===== src/rtl/stepmotor_ctrl.sv =====
// Step-motor controller: accepts move commands and drives the four windings one step every DIV clk1h cycles.
// Define STEPMOTOR_HALF_STEP_EN for the 8-entry half-step sequence; the default build uses full steps.
module stepmotor_ctrl #(
    parameter int CNT_W = 16,
    parameter int DIV   = 1
) (
    input  logic             clk1h,
    input  logic             rst,
    input  logic             cmd_valid,
    output logic             cmd_ready,
    input  logic             cmd_dir,
    input  logic [CNT_W-1:0] cmd_steps,
    input  logic             abort,
    output logic             busy,
    output logic             done,
    output logic [CNT_W-1:0] pos,
    output logic [3:0]       phase
);

`ifdef STEPMOTOR_HALF_STEP_EN
    localparam int IDX_W = 3;

    function automatic logic [3:0] phase_lut(input logic [IDX_W-1:0] idx);
        case (idx)
            3'd0:    phase_lut = 4'b0101;
            3'd1:    phase_lut = 4'b0001;
            3'd2:    phase_lut = 4'b1001;
            3'd3:    phase_lut = 4'b1000;
            3'd4:    phase_lut = 4'b1010;
            3'd5:    phase_lut = 4'b0010;
            3'd6:    phase_lut = 4'b0110;
            3'd7:    phase_lut = 4'b0100;
            default: phase_lut = 4'b0101;
        endcase
    endfunction
`else
    localparam int IDX_W = 2;

    function automatic logic [3:0] phase_lut(input logic [IDX_W-1:0] idx);
        case (idx)
            2'd0:    phase_lut = 4'b0101;
            2'd1:    phase_lut = 4'b1001;
            2'd2:    phase_lut = 4'b1010;
            2'd3:    phase_lut = 4'b0110;
            default: phase_lut = 4'b0101;
        endcase
    endfunction
`endif

    localparam logic [7:0]       DIV_M1  = 8'(DIV - 1);
    localparam logic [CNT_W-1:0] CNT_ONE = {{(CNT_W-1){1'b0}}, 1'b1};
    localparam logic [CNT_W-1:0] CNT_ZER = {CNT_W{1'b0}};
    localparam logic [IDX_W-1:0] IDX_ONE = {{(IDX_W-1){1'b0}}, 1'b1};

    typedef enum logic [1:0] {
        S_IDLE = 2'd0,
        S_RUN  = 2'd1,
        S_DONE = 2'd2
    } state_t;

    state_t           state_r;
    state_t           next_state_s;
    logic             dir_r;
    logic [CNT_W-1:0] remaining_r;
    logic [7:0]       div_cnt_r;
    logic [IDX_W-1:0] idx_r;
    logic [IDX_W-1:0] idx_nxt_s;
    logic [CNT_W-1:0] pos_nxt_s;
    logic             accept_s;
    logic             step_s;
    logic             ready_nxt_s;
    logic             busy_nxt_s;
    logic             done_nxt_s;

    // Handshake and step-fire qualifiers; abort suppresses a step that was due on the same edge.
    always_comb begin
        accept_s  = cmd_ready & cmd_valid;
        step_s    = (state_r == S_RUN) && !abort && (div_cnt_r == DIV_M1);
        idx_nxt_s = dir_r ? (idx_r + IDX_ONE) : (idx_r - IDX_ONE);
        pos_nxt_s = dir_r ? (pos + CNT_ONE) : (pos - CNT_ONE);
    end

    // State register.
    always_ff @(posedge clk1h or negedge rst) begin
        if (!rst) begin
            state_r <= S_IDLE;
        end else begin
            state_r <= next_state_s;
        end
    end

    // Next-state logic.
    always_comb begin
        next_state_s = state_r;
        case (state_r)
            S_IDLE: begin
                if (accept_s) begin
                    next_state_s = (cmd_steps == CNT_ZER) ? S_DONE : S_RUN;
                end else begin
                    next_state_s = S_IDLE;
                end
            end
            S_RUN: begin
                if (abort) begin
                    next_state_s = S_DONE;
                end else if (step_s && (remaining_r == CNT_ONE)) begin
                    next_state_s = S_DONE;
                end else begin
                    next_state_s = S_RUN;
                end
            end
            S_DONE:  next_state_s = S_IDLE;
            default: next_state_s = S_IDLE;
        endcase
    end

    // Status outputs are decoded from the next state so the registered copies track state_r.
    always_comb begin
        ready_nxt_s = (next_state_s == S_IDLE);
        busy_nxt_s  = (next_state_s == S_RUN);
        done_nxt_s  = (next_state_s == S_DONE);
    end

    // Registered status outputs.
    always_ff @(posedge clk1h or negedge rst) begin
        if (!rst) begin
            cmd_ready <= 1'b1;
            busy      <= 1'b0;
            done      <= 1'b0;
        end else begin
            cmd_ready <= ready_nxt_s;
            busy      <= busy_nxt_s;
            done      <= done_nxt_s;
        end
    end

    // Move datapath: command latch, step divider, phase index and absolute position.
    always_ff @(posedge clk1h or negedge rst) begin
        if (!rst) begin
            dir_r       <= 1'b0;
            remaining_r <= CNT_ZER;
            div_cnt_r   <= 8'd0;
            idx_r       <= {IDX_W{1'b0}};
            phase       <= 4'b0101;
            pos         <= CNT_ZER;
        end else if (accept_s) begin
            dir_r       <= cmd_dir;
            remaining_r <= cmd_steps;
            div_cnt_r   <= 8'd0;
        end else if (step_s) begin
            div_cnt_r   <= 8'd0;
            remaining_r <= remaining_r - CNT_ONE;
            idx_r       <= idx_nxt_s;
            phase       <= phase_lut(idx_nxt_s);
            pos         <= pos_nxt_s;
        end else if ((state_r == S_RUN) && !abort) begin
            div_cnt_r   <= div_cnt_r + 8'd1;
        end else begin
            div_cnt_r   <= div_cnt_r;
        end
    end

endmodule


===== config.mk =====
export PLATFORM = sky130hd
export DESIGN_NAME = stepmotor_ctrl
export DESIGN_NICKNAME = d
export VERILOG_FILES = /design/src/rtl/stepmotor_ctrl.sv
export SDC_FILE = /design/constraint.sdc
export NUM_CORES = 1
export LEC_CHECK = 0
export CORE_MARGIN = 2
export CORE_UTILIZATION = 35
export CTS_CLUSTER_SIZE = 25
export DETAILED_ROUTE_END_ITERATION = 16
export SYNTH_ARGS = -nofsm -noshare
export SYNTH_HDL_FRONTEND = slang
export SYNTH_SLANG_ARGS = --single-unit
export TNS_END_PERCENT = 5

===== constraint.sdc =====
create_clock -name clk1h -period 2.6 [get_ports clk1h]
set_input_delay 0.52 -clock clk1h [delete_from_list [all_inputs] [get_ports clk1h]]
set_output_delay 0.52 -clock clk1h [all_outputs]
set_load 0.005 [all_outputs]

# Yosys cells after proc, flatten, opt, wreduce, memory -nomap -nowiden
# Cells that the tools add are included.
[totals] romBits=0 ramBits=0 out_inout_bits=23 inputBits=21 ff_bits=52 memories=0 latch_bits=0 word_cells=50
[op_classes] muxes=13 reduce_logical=12 n_eq_ne=7 order_cmp=0 shifts=0 n_div=0 addsub=6 bitwise_logic=2 n_mul=0
[op_table] cell="16-bit two-way mux" count=3
[op_table] cell="16-bit by 1-bit subtractor with 16-bit output, second input constant" count=2
[op_table] cell="8-bit two-way mux" count=3
[op_table] cell="16-bit by 1-bit adder with 16-bit output, second input constant" count=1
[op_table] cell="16-bit by 1-bit equality test with 1-bit output, second input constant" count=1
[op_table] cell="16-bit zero test" count=1
[op_table] cell="4-bit one-hot mux with 4 select lines" count=1
[op_table] cell="2-bit two-way mux" count=5
[op_table] cell="8-bit by 1-bit adder with 8-bit output, second input constant" count=1
[op_table] cell="8-bit zero test" count=1
[op_table] cell="2-bit by 1-bit equality test with 1-bit output, second input constant" count=3
[op_table] cell="2-bit equality test, second input constant" count=3
[op_table] cell="2-bit zero test" count=3
[op_table] cell="2-bit one-hot mux with 2 select lines" count=1
[op_table] cell="1-bit logical AND" count=3
[op_table] cell="3-bit nonzero test" count=1
[op_table] cell="2-bit by 1-bit adder with 2-bit output, second input constant" count=1
[op_table] cell="2-bit AND reduction" count=1
[op_table] cell="2-bit nonzero test" count=1
[op_table] cell="2-bit by 1-bit subtractor with 2-bit output, second input constant" count=1
[op_table] cell="1-bit AND" count=1
[op_table] cell="1-bit zero test" count=1
[op_table] cell="1-bit inverter" count=1

# Depth between registers and ports, before layout
# Gate-level depths: netlist of the first run.
[depth] word_depth=8 mapped_depth=9

# Worst setup path before layout of the first run
# OpenSTA, ideal clock, no wires.
[synth_path] path_type="reg-to-reg" start="register dir_r" end="register pos[15]" slack_ps=93 arrival_time_ps=2428 setup_ps=79 required_time_ps=2521 synth_period_minus_slack_ps=2507 path_stages_with_launch=9 n_path_buf=0 path_cell_list="dfrtp_1 -> inv_1 -> ha_1 -> a2111oi_2 -> o21ai_1 -> and3_1 -> or4_1 -> a21oi_1 -> xor2_1"
[synth_via] elab_chain_len=1
[synth_lines] element="start: declaration" line="63" text="logic dir_r;"
[synth_lines] element="start signal: assignment" line="147" text="dir_r <= cmd_dir;"
[synth_lines] element="16-bit two-way mux" line="80" text="pos_nxt_s = dir_r ? (pos + CNT_ONE) : (pos - CNT_ONE);"
[synth_lines] element="end signal: assignment" line="155" text="pos <= pos_nxt_s;"
[synth_lines] element="end: declaration" line="16" text="output logic [CNT_W-1:0] pos,"
# No other way between the ends.
# A chain may end at the register's enable or synchronous reset.

# Worst setup path in the final report of the first run
# Ends and elaborated chain as after synthesis.

==> results_dict.tcl, run 1 <==
set metrics [dict create \
    outcome "finished, final reports clean" \
    grt_pass1_vias 2504 \
    place.port_buffers 43 \
    p_switching_uw 2058 \
    ys_warn_count 0 \
    fillers 856 \
    syn2layout_area_growth_pct 23.94 \
    holdWs_ns 0.1621 \
    via_count 2540 \
    clockPowerShare_pct 9.4 \
    synth.avg_cell_area_um2 9.302 \
    ff2ff_setup_slack_ns 0.16 \
    path_class "register to register" \
    synthFlopType "dfrtp_1" \
    cts_buffers 5 \
    yosys-mux-area-fraction_pct 0.3203 \
    min_period_over_period_pct 93.86 \
    final_common_cell "dfrtp_1" \
    grt_use_total_pct 14.72 \
    synth_compound_area_share_pct 15.77 \
    clockBufferDepth 2 \
    synth_simple_gate_area_share_pct 20.78 \
    root_buffer "clkbuf_8" \
    period_minus_slack_ns 2.440 \
    diodes 0 \
    grt_first_pass_wirelength_um 11860 \
    die_w_um 98.50 \
    hold_viol_final 0 \
    power_leakage_uw 0.001674 \
    cts_tree "yes" \
    relSlewSlack_pct 61.21 \
    sw_frac_of_total_pct 41.75 \
    post_cts_buffers 0 \
    dr.first_iter.drc_count 77 \
    postPlaceCellArea_um2 3792 \
    peakVddDrop_mv 0.3552 \
    path_max_fanout 7 \
    critPathRequiredTime_ns 2.83 \
    dp_hpwl_um 5272 \
    slew_viol_final 0 \
    synth_area_leaders "dfrtp_1 (39%), ha_1 (7.2%), xor2_1 (6.2%)" \
    clk_latency_ns 0.31 \
    worstPathArrival_ns 2.67 \
    critPathLaunch "dir_r$_DFFE_PN0N_" \
    antenna_found_initial 0 \
    highest_layer "met4" \
    met1_length_um 3330 \
    r2r-end "pos[15]$_DFFE_PN0P_" \
    gp_congestion 0.8474 \
    final_cell_mix "dfrtp_1 (49), nor2_1 (43), clkdlybuf4s50_1 (42), nand2_1 (33), a21oi_1 (31)" \
    yosys.area.top_type "dfrtp_1" \
    netlist_area_um2 3125 \
    coreArea_um2 8678 \
    multi_input_area_um2 1748 \
    clk_pin_slew_ns 0.11 \
    fp-row-count 34 \
    final_layout_size_suffix_gt1_share_pct 9.898 \
    synth_top_family_by_area "simple AND/OR/NAND/NOR gates" \
    comb_power_share_pct 60.2 \
    worst_pin_slew_ns 0.5737 \
    io_pins 44 \
    grt_max_degree 28 \
    vias_per_cell 5.060 \
    setup_viol 0 \
    synth_cells 336 \
    p_int_uw 2872 \
    htreeDepth 2 \
    power_density_nw_per_um2 1273 \
    synth_cell_type_count 52 \
    skew_ns 0.01659 \
    ys_ff_latch 52 \
    utilization_pct 44.64 \
    reg2reg_from "dir_r$_DFFE_PN0N_" \
    hold_class "input port to asynchronous set/reset pin" \
    cp-end-kind "register" \
    cts.sinks 52 \
    cap_violations 0 \
    hold_buffers 0 \
    die_h_um 98.50 \
    overflow 0 \
    critPathLaunchType "register" \
    ant_nets 0 \
    synth-edff-count 0 \
    reg2reg_depth 9 \
    cp-endpoint "pos[15]$_DFFE_PN0P_" \
    wl_met3_um 193 \
    seqPwrFrac_pct 30.4 \
    fin_area_um2 3874 \
    synthAdderAreaFrac_pct 7.846 \
    final_net_count 433 \
    die_area_um2 9702 \
    seqCellArea_um2 1305 \
    ctsResizeCount 0 \
    synth_seq_area_share_pct 41.75 \
    wl_per_cell_um 13.60 \
    synth_fp_nets 376 \
    drc 0 \
    dr.pass1.iters 4 \
    finalWirelength_um 6826 \
    fmax_mhz 409.8 \
    synth_xor_area_share_pct 11.21 \
    fin_setup_tns_ns 0 \
    rsz0062_at_grt "no" \
    met2RoutedLength_um 3257 \
    initial_core_util_pct 36.01 \
    synthArstFlopShare_pct 100.0 \
    yosysTopAreaCellShare_pct 39.23 \
]
[stage by stage]
step / power, uW / setup slack (ns) / instances
after global placement: 4440 / 0.2385 / 494
after floorplan: 3427 / 0.09296 / 336
after detailed placement: 4477 / 0.1926 / 494
after global routing: 5402 / 0.02355 / 502
final: 4930 / 0.1596 / 502
after CTS: 4974 / 0.1377 / 502
[cells by family after synthesis]
| kind of cell | count (synthesis) |
|---|---|
| AND/OR/NAND/NOR | 127 |
| AO/OA/AOI/OAI | 80 |
| flip-flops | 52 |
| XOR/XNOR | 40 |
| adder cells (fa/ha/maj) | 19 |
| buffers and inverters | 17 |
| multiplexers | 1 |
[registers in the layout, indices dropped and copies added (netlist names)]
signal,flops
state_r,2
remaining_r,16
cmd_ready,1
idx_r,2
div_cnt_r,8
phase,4
pos,16
done,1
busy,1
dir_r,1
[synthesized netlist by cell type (2+ instances only)]
library cell and count:
dfrtp_1 49, nor2_1 43, nand2_1 33, a21oi_1 31
xor2_1 22, o21ai_0 19, ha_1 18, xnor2_1 18
a21o_1 9, clkbuf_1 8, inv_1 7, nor3_1 6
nor4_1 6, a211oi_1 4, a31oi_1 4, and2_1 4
nand3_1 4, nand4_1 4, and2b_1 3, and3_1 3
dfstp_2 3, nor2b_1 3, or3_1 3, o211ai_1 2
o21bai_1 2, or4_1 2
[cell type report]
class,instances,share of cell area (%)
Multi-Input combinational cell,267,45.12
Tap cell,108,3.488
Inverter,7,0.6783
Timing Repair Buffer,60,14.92
Sequential cell,52,33.69
Clock inverter,1,0.1292
Clock buffer,7,1.970
[layer usage]
metal	vias to the layer above	track usage (%)
met2	37	24.96
met1	1197	20.04
met3	6	2.482
met4	0	2.845
li1	1300	-
met5	-	0
[power by group through the flow]
stage	Clock (uW)	Combinational (uW)	Sequential, uW
after floorplan	0	1960	1470
after global placement	0	2930	1510
after detailed placement	0	2960	1520
after CTS	492	2980	1500
after global routing	515	3330	1560
final	463	2970	1500
[worst min path at each step]
stage                            to  slack (ns)  depth (start not counted)
4_1_cts          pos[1]$_DFFE_PN0P_        0.17                          1
2_1_floorplan        busy$_DFF_PN0_        0.22                          0
3_3_place_gp   idx_r[1]$_DFFE_PN0P_        0.48                          1
6_report         pos[1]$_DFFE_PN0P_        0.16                          1
5_1_grt          pos[1]$_DFFE_PN0P_        0.20                          1
3_5_place_dp   idx_r[1]$_DFFE_PN0P_        0.49                          1
[critical path, stage by stage (launching register included)]
cell and delay (ns):
dfrtp_1 0.37, inv_2 0.07, buf_12 0.13, ha_1 0.30, a2111oi_2 0.36, o21ai_1 0.16
and3_1 0.20, or4_1 0.40, a21oi_1 0.19, xor2_1 0.18
No activity file was read; power rests on OpenSTA's default activity.
==> run 2: changes to the inputs <==
--- a/config.mk
+++ b/config.mk
@@ -9,6 +9,7 @@
 export CORE_UTILIZATION = 35
 export CTS_CLUSTER_SIZE = 25
 export DETAILED_ROUTE_END_ITERATION = 16
+export SLEW_MARGIN = 25
 export SYNTH_ARGS = -nofsm -noshare
 export SYNTH_HDL_FRONTEND = slang
 export SYNTH_SLANG_ARGS = --single-unit
==> results of run 2 <==
The final DEF is identical to that of run 1; final timing and power are the same.
==> run 3: changes to the inputs <==
--- a/config.mk
+++ b/config.mk
@@ -9,6 +9,7 @@
 export CORE_UTILIZATION = 35
 export CTS_CLUSTER_SIZE = 25
 export DETAILED_ROUTE_END_ITERATION = 16
+export PLACE_DENSITY = 0.59
 export SLEW_MARGIN = 25
 export SYNTH_ARGS = -nofsm -noshare
 export SYNTH_HDL_FRONTEND = slang
==> run 3 against run 2 <==
  * Worst setup slack lost 0.075 ns
  * Largest cell class unchanged
  * Sequential share of layout area grew 0.076 points
  * Clock skew is 0.0077 ns lower
  * Highest routed layer unchanged
  * Cell area fell by 0.13%
  * Clock-buffer cell count shrank 1
  * Combinational power is 4% lower
  * Clock power rose by 28%
  * Cell count fell by 0.80%
  * Register-to-register slack worse by 0.07 ns
==> results_dict.tcl, run 3 (synthesis results as in run 1) <==
set metrics [dict create \
    outcome "finished, final reports clean" \
    slew_viol_final 0 \
    fillers 865 \
    finalWirelength_um 6771 \
    setup_viol 0 \
    power_leakage_uw 0.001652 \
    ant_nets 0 \
    fmax_mhz 397.6 \
    worstPathArrival_ns 2.74 \
    peakVddDrop_mv 0.3753 \
    antenna_found_initial 0 \
    diodes 0 \
    die_h_um 98.50 \
    rsz0062_at_grt "no" \
    die_w_um 98.50 \
    power_density_nw_per_um2 1283 \
    place.port_buffers 43 \
    grt_first_pass_wirelength_um 11420 \
    dp_hpwl_um 5099 \
    final_common_cell "dfrtp_1" \
    drc 0 \
    critPathLaunch "dir_r$_DFFE_PN0N_" \
    hold_viol_final 0 \
    dr.first_iter.drc_count 72 \
    final_net_count 429 \
    instances_no_fill 498 \
    clk_latency_ns 0.31 \
    io_pins 44 \
    final_cell_mix "dfrtp_1 (48), nor2_1 (43), clkdlybuf4s50_1 (42), nand2_1 (33), a21oi_1 (31)" \
    root_buffer "clkbuf_8" \
    period_minus_slack_ns 2.515 \
    cts.sinks 52 \
    hold_buffers 0 \
    dr.pass1.iters 4 \
    grt_use_total_pct 14.18 \
    htreeDepth 2 \
    cts_buffers 5 \
    grt_max_degree 35 \
    min_period_over_period_pct 96.73 \
    holdWs_ns 0.1283 \
    critPathRequiredTime_ns 2.83 \
    hold_class "input port to asynchronous set/reset pin" \
    final_layout_size_suffix_gt1_share_pct 10.26 \
    relSlewSlack_pct 58.16 \
    critPathLaunchType "register" \
    grt_pass1_vias 2464 \
    gp_congestion 0.8795 \
    dp_cells 487 \
    reg2reg_from "dir_r$_DFFE_PN0N_" \
    largestRegisters "pos: 16 flops, remaining_r: 16 flops, div_cnt_r: 8 flops" \
    syn2layout_area_growth_pct 23.78 \
    path_class "register to register" \
    skew_ns 0.008902 \
    via_count 2547 \
    clockBufferDepth 2 \
    overflow 0 \
    fin_setup_tns_ns 0 \
    path_max_fanout 5 \
    cp-end-kind "register" \
    coreArea_um2 8678 \
    wl_per_cell_um 13.60 \
    cts_tree "yes" \
    vias_per_cell 5.114 \
    worst_pin_slew_ns 0.6189 \
    fp-row-count 34 \
    initial_core_util_pct 36.01 \
    clk_pin_slew_ns 0.10 \
    cap_violations 0 \
    die_area_um2 9702 \
]
## run 3: cell count changes in the layout (fill, tap and decap cells not counted), moves of 2 or more
| cell | delta |
|---|---|
| buf_12 | -2 |
| buf_4 | -3 |
| clkbuf_1 | -2 |
| clkinvlp_4 | +2 |
| ha_1 | -2 |
| ha_2 | +2 |
## run 3: metrics by stage
stage | utilization, % | area (um2) | worst slack (ns) | power (uW)
finish | 44.58 | 3869 | 0.08497 | 4964
global route | 44.58 | 3869 | 0.009831 | 5432
CTS | 44.42 | 3855 | 0.003772 | 4979
detailed placement | 42.81 | 3715 | -0.03004 | 4337
global placement | 42.81 | 3715 | 0.06486 | 4291
floorplan | - | 3126 | 0.09296 | 3427
## run 3: path summary, 6_finish.rpt
kind                                         to  slack (ns)  cells after the start
min                              busy$_DFF_PN0_        0.13                      1
min in group clk1h          pos[15]$_DFFE_PN0P_        0.51                      1
min reg2reg                 pos[15]$_DFFE_PN0P_        0.51                      1
max                         pos[15]$_DFFE_PN0P_        0.08                      9
max in group asynchronous  phase[0]$_DFFE_PN1P_        1.82                      2
max reg2reg                 pos[15]$_DFFE_PN0P_        0.08                      9
## run 3: power by group
part / switching [uW] / total [uW] / internal [uW]
clock network: 275 / 591 / 315
registers: 342 / 1510 / 1170
logic: 1440 / 2860 / 1420
total: 2050 / 4960 / 2910
## run 3: what timing repair did
action                                 in CTS  in global routing
endpoints found under the hold margin       0                  0
gates resized for setup                     1                  4
cloned                                      0                  1
buffers inserted                            2                  0
setup endpoints to repair                   1                  3
## run 3: area by class of cell
| type | instances | area [um2] | area share (%) |
|---|---|---|---|
| Sequential cell | 52 | 1306 | 33.76 |
| Timing Repair inverter | 1 | 7.507 | 0.1940 |
| Tap cell | 108 | 135.1 | 3.493 |
| Multi-Input combinational cell | 267 | 1753 | 45.31 |
| Clock buffer | 6 | 82.58 | 2.135 |
| Inverter | 7 | 30.03 | 0.7762 |
| Clock inverter | 2 | 38.79 | 1.003 |
| Timing Repair Buffer | 55 | 515.5 | 13.32 |
## run 3: metal layers
metal / GRT usage, % / wire length [um] / up-vias
met2: 24.12 / 3322 / 53
li1: - / - / 1287
met5: 0 / 0 / -
met3: 2.624 / 257 / 5
met1: 18.93 / 3137 / 1202
met4: 3.056 / 53 / 0
## run 3: critical path: stages (launching register included)
cell and delay, ns:
dfrtp_2 0.43, clkinvlp_4 0.18, buf_4 0.18, ha_1 0.28
a21oi_1 0.17, o221ai_1 0.16, o21ba_2 0.24, or4_1 0.47
a21oi_1 0.18, xor2_1 0.16
